**src/rtl/jtag_uart_pkg.sv**
```systemverilog
`default_nettype none
// ============================================================================
//  Module      : jtag_uart_pkg
//  Description : Register map, field positions and FSM encodings shared by
//                the JTAG UART Avalon-MM sequencer.
//  Revision    : 1.0 - initial release
// ============================================================================
package jtag_uart_pkg;

  // Slave register offsets
  localparam logic ADDR_DATA = 1'b0;
  localparam logic ADDR_CTRL = 1'b1;

  // Field positions inside the data and control registers
  localparam int RVALID_BIT  = 15;
  localparam int RAVAIL_MSB  = 31;
  localparam int RAVAIL_LSB  = 16;
  localparam int WSPACE_MSB  = 31;
  localparam int WSPACE_LSB  = 16;
  localparam int CTRL_RE_BIT = 0;

  typedef enum logic [2:0] {
    ST_INIT    = 3'd0,
    ST_IDLE    = 3'd1,
    ST_RD_CTRL = 3'd2,
    ST_WR_DATA = 3'd3,
    ST_RD_DATA = 3'd4
  } state_t;

  typedef enum logic {
    GRANT_TX = 1'b0,
    GRANT_RX = 1'b1
  } grant_t;

endpackage
`default_nettype wire

```
**src/rtl/jtag_uart_avm_cycle.sv**
```systemverilog
`default_nettype none
// ============================================================================
//  Module      : jtag_uart_avm_cycle
//  Description : Single-command Avalon-MM master. Latches one command on
//                i_start, holds the pins until the slave stops stalling and
//                flags that completing cycle on o_done.
//  Revision    : 1.0 - initial release
// ============================================================================
module jtag_uart_avm_cycle
  import jtag_uart_pkg::*;
(
  input  logic        clk,
  input  logic        reset,
  input  logic        i_start,
  input  logic        i_is_write,
  input  logic        i_addr,
  input  logic [31:0] i_wdata,
  output logic        o_active,
  output logic        o_done,
  output logic [31:0] o_rdata,
  output logic        o_avm_chipselect,
  output logic        o_avm_address,
  output logic        o_avm_read_n,
  output logic        o_avm_write_n,
  output logic [31:0] o_avm_writedata,
  input  logic [31:0] i_avm_readdata,
  input  logic        i_avm_waitrequest
);

  logic        r_cs;
  logic        r_addr;
  logic        r_read_n;
  logic        r_write_n;
  logic [31:0] r_wdata;
  logic        w_done;

  // Completion is the cycle in which the slave accepts the held command
  assign w_done = r_cs & ~i_avm_waitrequest;

  // Hold the command pins stable from launch until completion
  always_ff @(posedge clk or posedge reset) begin
    if (reset) begin
      r_cs      <= 1'b0;
      r_addr    <= ADDR_DATA;
      r_read_n  <= 1'b1;
      r_write_n <= 1'b1;
      r_wdata   <= 32'd0;
    end else if (w_done) begin
      r_cs      <= 1'b0;
      r_read_n  <= 1'b1;
      r_write_n <= 1'b1;
    end else if (i_start && !r_cs) begin
      r_cs      <= 1'b1;
      r_addr    <= i_addr;
      r_read_n  <= i_is_write;
      r_write_n <= ~i_is_write;
      if (i_is_write) begin
        r_wdata <= i_wdata;
      end
    end
  end

  assign o_active         = r_cs;
  assign o_done           = w_done;
  assign o_rdata          = i_avm_readdata;
  assign o_avm_chipselect = r_cs;
  assign o_avm_address    = r_addr;
  assign o_avm_read_n     = r_read_n;
  assign o_avm_write_n    = r_write_n;
  assign o_avm_writedata  = r_wdata;

endmodule
`default_nettype wire

```
**src/rtl/jtag_uart_ctrl.sv**
```systemverilog
`default_nettype none
// ============================================================================
//  Module      : jtag_uart_ctrl
//  Description : Sequences JTAG UART register accesses for a byte-stream TX
//                and RX handshake. Caches WSPACE, schedules RX reads from
//                irq / RAVAIL / an idle poll timer, round-robins RX and TX.
//  Revision    : 1.0 - initial release
// ============================================================================
module jtag_uart_ctrl
  import jtag_uart_pkg::*;
#(
  parameter int POLL_CYCLES = 1024,
  parameter int IRQ_RX_EN   = 1
) (
  input  logic        clk,
  input  logic        reset,
  input  logic        tx_valid,
  input  logic [7:0]  tx_data,
  output logic        tx_ready,
  output logic        rx_valid,
  output logic [7:0]  rx_data,
  input  logic        rx_ready,
  output logic        avm_chipselect,
  output logic        avm_address,
  output logic        avm_read_n,
  output logic        avm_write_n,
  output logic [31:0] avm_writedata,
  input  logic [31:0] avm_readdata,
  input  logic        avm_waitrequest,
  input  logic        irq,
  output logic        busy
);

  localparam int                c_POLL_W   = (POLL_CYCLES > 1) ? $clog2(POLL_CYCLES) : 1;
  localparam logic [c_POLL_W-1:0] c_POLL_MAX = (POLL_CYCLES > 0) ? c_POLL_W'(POLL_CYCLES - 1) : '0;

  state_t              r_state;
  grant_t              r_last_grant;
  logic                r_busy;
  logic                r_tx_ready;
  logic                r_rx_valid;
  logic [7:0]          r_rx_data;
  logic [15:0]         r_wspace;
  logic                r_rx_more;
  logic [c_POLL_W-1:0] r_poll_cnt;

  logic                w_start;
  logic                w_is_write;
  logic                w_addr;
  logic [31:0]         w_wdata;
  logic                w_active;
  logic                w_done;
  logic [31:0]         w_rdata;
  logic                w_poll_hit;
  logic                w_tx_req;
  logic                w_rx_want;
  logic                w_unused_rdata;

  // The timer term vanishes entirely when polling is disabled
  assign w_poll_hit = (POLL_CYCLES != 0) && (r_poll_cnt == c_POLL_MAX);
  // While tx_ready pulses the producer has not yet retired the byte just written
  assign w_tx_req   = tx_valid & ~r_tx_ready;
  assign w_rx_want  = ~r_rx_valid & (irq | r_rx_more | w_poll_hit);

  assign w_unused_rdata = ^w_rdata[RVALID_BIT-1:8];

  // Command presented to the bus holder for the current state
  always_comb begin
    w_start    = 1'b0;
    w_is_write = 1'b0;
    w_addr     = ADDR_DATA;
    w_wdata    = 32'd0;
    case (r_state)
      ST_INIT: begin
        w_start              = ~w_active;
        w_is_write           = 1'b1;
        w_addr               = ADDR_CTRL;
        w_wdata[CTRL_RE_BIT] = (IRQ_RX_EN != 0);
      end
      ST_RD_CTRL: begin
        w_start = ~w_active;
        w_addr  = ADDR_CTRL;
      end
      ST_WR_DATA: begin
        w_start    = ~w_active;
        w_is_write = 1'b1;
        w_wdata    = {24'd0, tx_data};
      end
      ST_RD_DATA: begin
        w_start = ~w_active;
      end
      default: begin
        w_start = 1'b0;
      end
    endcase
  end

  // Main sequencer: arbitration, WSPACE cache, RX buffer and poll timer
  always_ff @(posedge clk or posedge reset) begin
    if (reset) begin
      r_state      <= ST_INIT;
      r_last_grant <= GRANT_TX;
      r_busy       <= 1'b1;
      r_tx_ready   <= 1'b0;
      r_rx_valid   <= 1'b0;
      r_rx_data    <= 8'd0;
      r_wspace     <= 16'd0;
      r_rx_more    <= 1'b0;
      r_poll_cnt   <= '0;
    end else begin
      r_tx_ready <= 1'b0;
      if (r_rx_valid && rx_ready) begin
        r_rx_valid <= 1'b0;
      end
      case (r_state)
        ST_INIT: begin
          if (w_done) begin
            r_state <= ST_IDLE;
            r_busy  <= 1'b0;
          end
        end
        ST_IDLE: begin
          if (r_poll_cnt != c_POLL_MAX) begin
            r_poll_cnt <= r_poll_cnt + 1'b1;
          end
          if (w_rx_want && (!w_tx_req || r_last_grant == GRANT_TX)) begin
            r_state <= ST_RD_DATA;
            r_busy  <= 1'b1;
          end else if (w_tx_req && r_wspace != 16'd0) begin
            r_state <= ST_WR_DATA;
            r_busy  <= 1'b1;
          end else if (w_tx_req) begin
            r_state <= ST_RD_CTRL;
            r_busy  <= 1'b1;
          end else if (w_rx_want) begin
            r_state <= ST_RD_DATA;
            r_busy  <= 1'b1;
          end
        end
        ST_RD_CTRL: begin
          if (w_done) begin
            r_wspace <= w_rdata[WSPACE_MSB:WSPACE_LSB];
            r_state  <= ST_IDLE;
            r_busy   <= 1'b0;
          end
        end
        ST_WR_DATA: begin
          if (w_done) begin
            r_tx_ready   <= 1'b1;
            r_wspace     <= r_wspace - 16'd1;
            r_last_grant <= GRANT_TX;
            r_state      <= ST_IDLE;
            r_busy       <= 1'b0;
          end
        end
        ST_RD_DATA: begin
          if (w_done) begin
            r_last_grant <= GRANT_RX;
            r_poll_cnt   <= '0;
            if (w_rdata[RVALID_BIT]) begin
              r_rx_data  <= w_rdata[7:0];
              r_rx_valid <= 1'b1;
            end
            r_rx_more <= (w_rdata[RAVAIL_MSB:RAVAIL_LSB] != 16'd0);
            r_state   <= ST_IDLE;
            r_busy    <= 1'b0;
          end
        end
        default: begin
          r_state <= ST_INIT;
          r_busy  <= 1'b1;
        end
      endcase
    end
  end

  jtag_uart_avm_cycle u_avm_cycle (
    .clk               (clk),
    .reset             (reset),
    .i_start           (w_start),
    .i_is_write        (w_is_write),
    .i_addr            (w_addr),
    .i_wdata           (w_wdata),
    .o_active          (w_active),
    .o_done            (w_done),
    .o_rdata           (w_rdata),
    .o_avm_chipselect  (avm_chipselect),
    .o_avm_address     (avm_address),
    .o_avm_read_n      (avm_read_n),
    .o_avm_write_n     (avm_write_n),
    .o_avm_writedata   (avm_writedata),
    .i_avm_readdata    (avm_readdata),
    .i_avm_waitrequest (avm_waitrequest)
  );

  assign tx_ready = r_tx_ready;
  assign rx_valid = r_rx_valid;
  assign rx_data  = r_rx_data;
  assign busy     = r_busy;

endmodule
`default_nettype wire

```
**config.mk**
```make
export PLATFORM = sky130hd
export DESIGN_NAME = jtag_uart_ctrl
export DESIGN_NICKNAME = d
export VERILOG_FILES = /design/src/rtl/jtag_uart_pkg.sv /design/src/rtl/jtag_uart_avm_cycle.sv /design/src/rtl/jtag_uart_ctrl.sv
export SDC_FILE = /design/constraint.sdc
export NUM_CORES = 1
export LEC_CHECK = 0
export CAP_MARGIN = 40
export CORE_MARGIN = 1
export CORE_UTILIZATION = 39
export DETAILED_ROUTE_END_ITERATION = 10
export PLACE_DENSITY_LB_ADDON = 0.08
export SYNTH_ARGS = -nofsm -noshare
export SYNTH_HDL_FRONTEND = slang
export SYNTH_SLANG_ARGS = --single-unit
```
**constraint.sdc**
```tcl
create_clock -name clk -period 2.9 [get_ports clk]
set_input_delay 0.435 -clock clk [delete_from_list [all_inputs] [get_ports clk]]
set_output_delay 0.435 -clock clk [all_outputs]
set_load 0.1 [all_outputs]
```
======== Yosys cells after proc, flatten, opt, wreduce, memory -nomap -nowiden ========
Cells that the tools add are included.
word-level totals
  output and inout bits ................... 47
  register bits after elaboration ......... 78
  logic and storage cells ................. 102
cells by class
  reductions and logical operators ........ 25
  multiplexer cells ....................... 37
  equality and inequality tests ........... 12
  bitwise logic cells ..................... 12
  add/subtract/negate cells ............... 2
operators with widths
  cell                                                 count
  2-to-1 mux 16 bit                                    2
  one-hot mux 16 bit (2 select lines)                  1
  nonzero test 16 bit                                  2
  2-to-1 mux 1 bit                                     21
  2-to-1 mux 10 bit                                    2
  one-hot mux 10 bit (2 select lines)                  1
  subtractor 16 x 1 -> 16 bit (second input constant)  1
  2-to-1 mux 3 bit                                     5
  AND reduction 3 bit                                  5
  adder 10 x 1 -> 10 bit (second input constant)       1
  == test 10 bit (second input constant)               1
  != test 10 bit (second input constant)               1
  != test 2 x 1 -> 1 bit (second input constant)       4
  nonzero test 2 bit                                   4
  2-to-1 mux 7 bit                                     1
  inverter 1 bit                                       7
  == test 3 x 2 -> 1 bit (second input constant)       2
  one-hot mux 1 bit (2 select lines)                   3
  one-hot mux 3 bit (2 select lines)                   1
  AND reduction 2 bit                                  3
  != test 5 bit (second input constant)                1
  logical AND 1 bit                                    4
  OR reduction 2 bit                                   2
  OR reduction 4 bit                                   1
  other kinds (8)                                      12

======== Longest topological paths before layout ========
  depth in word-level cells ............... 8
  gate-level depth with buffers ........... 8
  depth with buffers taken out ............ 7

======== By module ========
Synthesis repeated with hierarchy kept, for this count alone.
unflattened totals
  cell total of the unflattened synthesis .. 374
  area, all modules ....................... 4197.8 um^2
by module, submodules not included
  module               cells each  instances  area an instance (um^2)
  jtag_uart_ctrl       258         1          2439.8
  jtag_uart_avm_cycle  116         1          1757.9

======== Worst setup path before layout ========
OpenSTA, ideal clock, no wires.
  kind .................................... register to register
  start point ............................. register u_avm_cycle.r_cs (netlist: u_avm_cycle.o_active)
  end point ............................... register r_rx_data[0] (netlist: rx_data[0])
  buffers on the path ..................... 2
  stages on the path, launching flop included .. 7
  path slack .............................. 370 ps
  arrival time ............................ 2404 ps
  clock period less this slack ............ 2530 ps
  data required time ...................... 2774 ps
  cell sequence ........................... dfrtp_1 buf_2 nor2b_1 and3_1 clkbuf_1 nand2_1 mux2_2
between the ends
  word-level cells in the longest chain between the ends .. 2
RTL lines
  element                               RTL line                   RTL
  start: declaration                    jtag_uart_avm_cycle.sv:30  logic r_cs;
  start signal: assignment              jtag_uart_avm_cycle.sv:43  r_cs <= 1'b0;
  start signal: assignment              jtag_uart_avm_cycle.sv:49  r_cs <= 1'b0;
  start signal: assignment              jtag_uart_avm_cycle.sv:53  r_cs <= 1'b1;
  bitwise AND 1 bit                     jtag_uart_avm_cycle.sv:38  assign w_done = r_cs & ~i_avm_waitrequest;
  AND reduction 3 bit (no source line)  -
  end signal: assignment                jtag_uart_ctrl.sv:161      r_rx_data <= w_rdata[7:0];
  end: declaration                      jtag_uart_ctrl.sv:42       logic [7:0] r_rx_data;
Every way passes these cells.
A chain may end at the register's enable or synchronous reset.

======== Worst setup path in the final report ========
  start point ............................. register r_wspace[0]
  end point ............................... register r_state[0]
between the ends
  word-level cells in the longest chain between the ends .. 5
RTL lines
  element                             RTL line               RTL
  start: declaration                  jtag_uart_ctrl.sv:43   logic [15:0] r_wspace;
  start signal: assignment            jtag_uart_ctrl.sv:142  r_wspace <= w_rdata[WSPACE_MSB:WSPACE_LSB];
  start signal: assignment            jtag_uart_ctrl.sv:150  r_wspace <= r_wspace - 16'd1;
  nonzero test 16 bit (*)             jtag_uart_ctrl.sv:129  end else if (w_tx_req && r_wspace != 16'd0) begin
  logical AND 1 bit (*)               jtag_uart_ctrl.sv:129
  2-to-1 mux 3 bit                    jtag_uart_ctrl.sv:129
  2-to-1 mux 3 bit                    jtag_uart_ctrl.sv:126  if (w_rx_want && (!w_tx_req || r_last_grant == GRANT_TX)) begin
  one-hot mux 3 bit (2 select lines)  jtag_uart_ctrl.sv:115  case (r_state)
  end signal: assignment              jtag_uart_ctrl.sv:118  r_state <= ST_IDLE;
  end signal: assignment              jtag_uart_ctrl.sv:127  r_state <= ST_RD_DATA;
  end signal: assignment              jtag_uart_ctrl.sv:130  r_state <= ST_WR_DATA;
  end: declaration                    jtag_uart_ctrl.sv:37   state_t r_state;
Mark *: on every way between the ends. The rest lies on a longest branch, timed or not.

==> impl_results.md <==
* Clock transition at the registers of the reported paths at 0.10 ns
* Dominant synthesized flop cell: dfrtp_1
* Largest net degree at the start of global routing at 55
* Vias at 2,612
* Post-synth EDFFs at 0
* Synth Register Bits at 54
* HPWL reported at the end of detailed placement at 4880 µm
* Worst Hold Class: flop to flop
* Power per Cell Area at 1200 nW/µm²
* Mapped Area at 3050 µm²
* Layout overhead on the synthesized area at 21.2%
* Final WS setup at 0.555 ns
* Hold Slack at 0.488 ns
* Peak supply drop at 696 µV
* Yosys cell types at 47
* Commonest non-fill, non-tap cells in the layout: dfrtp_1, clkdlybuf4s50_1, nand2_1
* Post-Syn Instances at 345
* Clock Skews at 0.00783 ns
* Initial antenna violation count at 0
* Ys Warns at 0
* Register area share after synthesis at 44.4%
* DR iter-0 viols at 108
* Actual slew at the worst max-slew pin at 0.714 ns
* Max-slew violations at 0
* Port-buffer cells at 61
* WL met1 at 3290 µm
* Critical path endpoint category: flop
* Routed Antenna Nets at 0
* Global-route wire length before repair at 11,600 µm
* Post-place instance area at 3620 µm²
* FILL cells at 710
* Final period util at 80.9%
* Die W at 90.5 µm
* Fin. Hold Viols at 0
* Max Fclk at 426 MHz
* CP Data Arrival Time at 2.54 ns
* Ports at 93
* Total grt overflow at 0
* First drt pass iteration count at 4
* Antenna diode instance count at 0
* Core area at 7410 µm²
* Drt wl/cell at 13.7 µm
* Clk_lat worst skew at 0.31 ns
* Chip Height at 90.5 µm
* Clock buffer depth at 2
* Clk sinks at 54
* Clk root buf: clkbuf_8
* TNS Setup at 0 ns
* Max-slew headroom at 51.9%
* Run status: completed
* Vias in the first global route at 2,394
* Std cell rows at 31
* Leading cell type in the layout, fill and taps excluded: dfrtp_1
* Max_cap viols at 0
* Ys async rst share at 100%
* RSZ-0062 raised after global routing: no
* CP max FO at 4
* Final #Nets at 449
* WL met2 at 3260 µm
* Starting density of the core at 41.2%
* Total Routing Usage GR at 17.4%
* DRC at 0
* H-tree levels at 2
* WL final at 6890 µm
* Minimum clock period at 2.35 ns
* Ratio of cells with drive above 1 in the final layout at 13.4%
* Final instance area at 3700 µm²
* Static Leakage at 1.59 nW
* Setup WS pre-CTS at 0.570 ns
* Area occupied by multi-input gates at 1470 µm²
* TritonCTS clock tree: built
* Sequential Area at 1360 µm²
* Hold Buf Count CTS at 0
* Startpoint types: flop
* Met3 wire len at 261 µm
* Post-CTS sizing at 0
* DIE AREA at 8190 µm²
* Post-synthesis area per instance at 8.85 µm²
* GPL Wtd Cong at 0.764
* CP Class: flop to flop
* Post-CTS setup buffer count at 0
* Vias per std cell at 5.21
* Clock buffer count from CTS at 5
* Top sig layer: met4
* Worst path required time at 3.09 ns
* Setup violations, final at 0
-- metrics by stage --
step,instances,utilization (%),power [mW]
2_1_floorplan,368,-,3.51
3_3_place_gp,493,48.8,3.98
3_5_place_dp,493,48.8,4.02
4_1_cts,501,50.0,4.45
5_1_grt,501,50.0,4.72
6_report,501,50.0,4.43
-- worst max-delay path, stage by stage (launching register included) --
cell,delay [ns]
dfrtp_1,0.41
inv_1,0.08
ha_1,0.20
or4b_4,0.51
nand3b_4,0.19
or4_1,0.51
a311oi_1,0.27
a21oi_1,0.06
-- path summary, 6_finish.rpt --
path                       slack (ns)  cells after the start                              to    startpoint
hold reg to reg                  0.49                      2                    r_last_grant  r_last_grant
max in group asynchronous        1.81                      3  u_avm_cycle.o_avm_writedata[1]         reset
min in group asynchronous        0.63                      3                      rx_data[2]         reset
setup / recovery                 0.55                      7                      r_state[0]   r_wspace[0]
setup reg to reg                 0.55                      7                      r_state[0]   r_wspace[0]
hold / removal                   0.49                      2                    r_last_grant  r_last_grant
-- state kept, by name (all words and copies together), names as in the netlist, 3 cells and up --
register and cells:
r_poll_cnt 10, r_state 3, r_wspace 16, rx_data 8, u_avm_cycle.o_avm_writedata 8
-- area by class of cell --
cell class                      instances  share of cell area (%)
Multi-Input combinational cell        253                    39.6
Sequential cell                        54                    36.6
Timing Repair Buffer                   67                    16.2
Tap cell                               99                    3.35
Clock buffer                            7                    2.06
Inverter                               20                    2.03
Clock inverter                          1                   0.203
-- kinds of logic after synthesis --
group                      Yosys count  synth area share (%)
and+or+nand+nor                    126                  21.5
AOI/OAI and AO/OA                   84                  17.0
buffers and inverters               61                  10.5
DFF                                 54                  44.4
muxes                               12                  4.26
xor gates and xnor gates             5                  1.43
adders and majority gates            2                 0.819
other                                1                 0.123
-- cells in the mapped netlist, types with 3 or more instances --
library cell	number	area share (%)
dfstp_2	3	2.6
mux2_2	8	2.9
a21oi_1	24	3.9
nor4_1	11	2.3
clkbuf_1	16	2.0
dfrtp_1	51	42
o22ai_1	9	1.8
o31ai_1	4	0.98
nor3_1	4	0.66
buf_4	24	5.9
xor2_1	5	1.4
o21ai_0	24	3.9
nand2_1	37	4.5
a2bb2oi_1	3	0.86
inv_1	20	2.5
nand3_1	13	2.1
or3_1	7	1.4
nand2b_1	3	0.61
mux2i_1	4	1.3
nor2b_1	6	1.2
a22o_1	7	2.0
nand4_1	6	1.2
nor2_1	24	2.9
-- power breakdown --
| group | total [mW] | leakage (nW) | switching [mW] | internal [mW] |
|---|---|---|---|---|
| logic | 2.52 | 0.890 | 1.80 | 0.723 |
| registers | 1.48 | 0.663 | 0.379 | 1.11 |
| clock network | 0.422 | 0.0385 | 0.250 | 0.172 |
-- routing by layer --
layer | vias to the layer above | GRT usage, %
met4 | 0 | 4.17
met3 | 7 | 3.20
met5 | - | 0
met1 | 1238 | 24.6
li1 | 1285 | -
met2 | 82 | 27.5
(Power assumes the default switching activity.)
==> variant: new RTL, same flow settings <==
Add an input register stage for `irq`, cleared by the reset; this delays it by one clock. The other inputs are not delayed to match.
--- a/src/rtl/jtag_uart_ctrl.sv
+++ b/src/rtl/jtag_uart_ctrl.sv
@@ -36,2 +36,12 @@
 
+  logic irq_q;
+
+  always_ff @(posedge clk or posedge reset) begin
+    if (reset) begin
+      irq_q <= '0;
+    end else begin
+      irq_q <= irq;
+    end
+  end
+
   state_t              r_state;
@@ -62,3 +72,3 @@
   assign w_tx_req   = tx_valid & ~r_tx_ready;
-  assign w_rx_want  = ~r_rx_valid & (irq | r_rx_more | w_poll_hit);
+  assign w_rx_want  = ~r_rx_valid & (irq_q | r_rx_more | w_poll_hit);
 
Check against the original RTL: not equivalent (a bounded check fails within 4 cycles, from zero or initial values and one cycle with reset high).
==> variant against the unedited design <==
- synthesized cell count down 1.2%
- die area up 4.6%
- setup slack better by 0.24 ns
- area after synthesis up 4.7%
- clock skew about the same
- sequential cell count up 1
- total power up 0.16%
- final area up 4.1%
- routed wire length up 7.4%
- largest cell class unchanged
==> variant: results (changes against the unedited design) <==
| Metric | Value |
|---|---|
| Worst Setup EP | rx_data[6]$_DFFE_PP0P_ |
| Worst path slowest cell | dfrtp_1 |
| Maximum vdd drop | 588 uV (-15%) |
| Dominant cells by area after synthesis | dfrtp_1 (41%), buf_4 (6.3%), nand2_1 (3.6%), a21oi_1 (3.4%), mux2_1 (3.2%) |
| Fin Clk Skew | 0.00816 ns (+0.000328 ns) |
| Vias per Instance | 5.42 (+4.0%) |
| HP Start | r_rx_more$_DFFE_PP0P_ |
| Vias in the first global route | 2529 (+5.6%) |
| Layout Cells excl Fill | 499 (-0.40%) |
| Met2 GRT Util | 29.9% (+2.4 points) |
| Max stage delay on crit path | 0.65 ns (+0.14 ns) |
| Cells after DPL | 491 (-0.41%) |
| M3 GR Usage | 2.30% (-0.90 points) |
| Total track usage | 18.0% (+0.56 points) |
| WHS | 0.496 ns (+0.00742 ns) |
| CP startpoint | r_state[1]$_DFFE_PP0P_ |
| Largest net degree at the start of global routing | 30 (-45%) |
| Flop2flop setup slack | 0.80 ns (+0.24 ns) |
| Gpl congestion | 0.818 (+7.1%) |
| Most common library cells after synthesis | dfrtp_1 (52), nand2_1 (31), buf_4 (27) |
| Avg Cell Area, Syn | 9.38 um^2 (+5.9%) |
| Port bufs | 61 (unchanged) |
| Netlist cell types | 61 (+30%) |
| Final net count | 444 (-1.1%) |
| Rel. slew slack | 49.4% (-2.6 points) |
| H-tree depth | 2 (unchanged) |
| Compound-gate portion of the synthesized area | 19.1% (+2.1 points) |
| Met2 wire length | 3510 um (+7.8%) |
| Sw Share | 54.6% (-0.23 points) |
| Post-synthesis mux area share | 3.48% (-0.78 points) |
| Xor/xnor share of the synthesized area | 0% (-1.4 points) |
| Routed Wire Length | 7390 um (+7.4%) |
| Drt initial violations | 97 (-10%) |
| First-pass GRT wire length | 12400 um (+6.9%) |
| Leakage power | 1.62 nW (+1.6%) |
| Status | completed |
| Clk slew on worst S/H paths | 0.10 ns (about the same) |
| WL met3 | 243 um (-6.9%) |
| R2R cell count | 4 (-3) |
| Area of placed instances | 0.00375 mm^2 (+3.8%) |
| Fraction of layout cells with a size suffix above 1 | 13.1% (-0.33 points) |
| Final Cycle Share | 72.6% (-8.3 points) |
| Place WS | 0.624 ns (+0.0541 ns) |
| Register area share after synthesis | 43.2% (-1.2 points) |
| Critical-path maximum fanout | 23 (+19) |
| Hold endpoint | r_rx_more$_DFFE_PP0P_ |
| Detailed Place HPWL | 5200 um (+6.5%) |
| Synth Area in Adders | 0.782% (-0.037 points) |
| Fillers | 763 (+7.5%) |
| Met1 Use GR | 24.7% (+0.18 points) |
| Wl on met1 | 3600 um (+9.4%) |
| Crit path arrival time | 2.30 ns (-0.24 ns) |
==> variant: changes by cell type in the layout (fill, tap and decap cells not counted), moves of 5 or more <==
cell and change:
a22o_1 -7, inv_1 -7, mux2_1 +9, mux2_2 -8, nand2_1 -6, nor2_1 -10, nor2b_1 +5, nor4_1 -5
o211ai_1 +6, o21ai_0 -16, o21ai_1 +18, or4_1 +5, xor2_1 -5
==> variant: final cells by class <==
cell class	count	area (um^2)	share of cell area (%)
clock buffers	6	82.6	2.14
clock inverters	2	16.3	0.422
inverters	13	48.8	1.27
multi-input cells	254	1590	41.2
flip-flops and latches	55	1380	35.8
well taps	102	128	3.31
repair buffers	67	611	15.8
==> variant: power groups by stage <==
stage          clock, mW  combinational, mW  sequential [mW]
2_1_floorplan          0               1.16             2.31
3_3_place_gp           0               2.47             1.50
3_5_place_dp           0               2.49             1.51
4_1_cts            0.482               2.49             1.49
5_1_grt            0.500               2.65             1.55
6_report           0.459               2.48             1.49
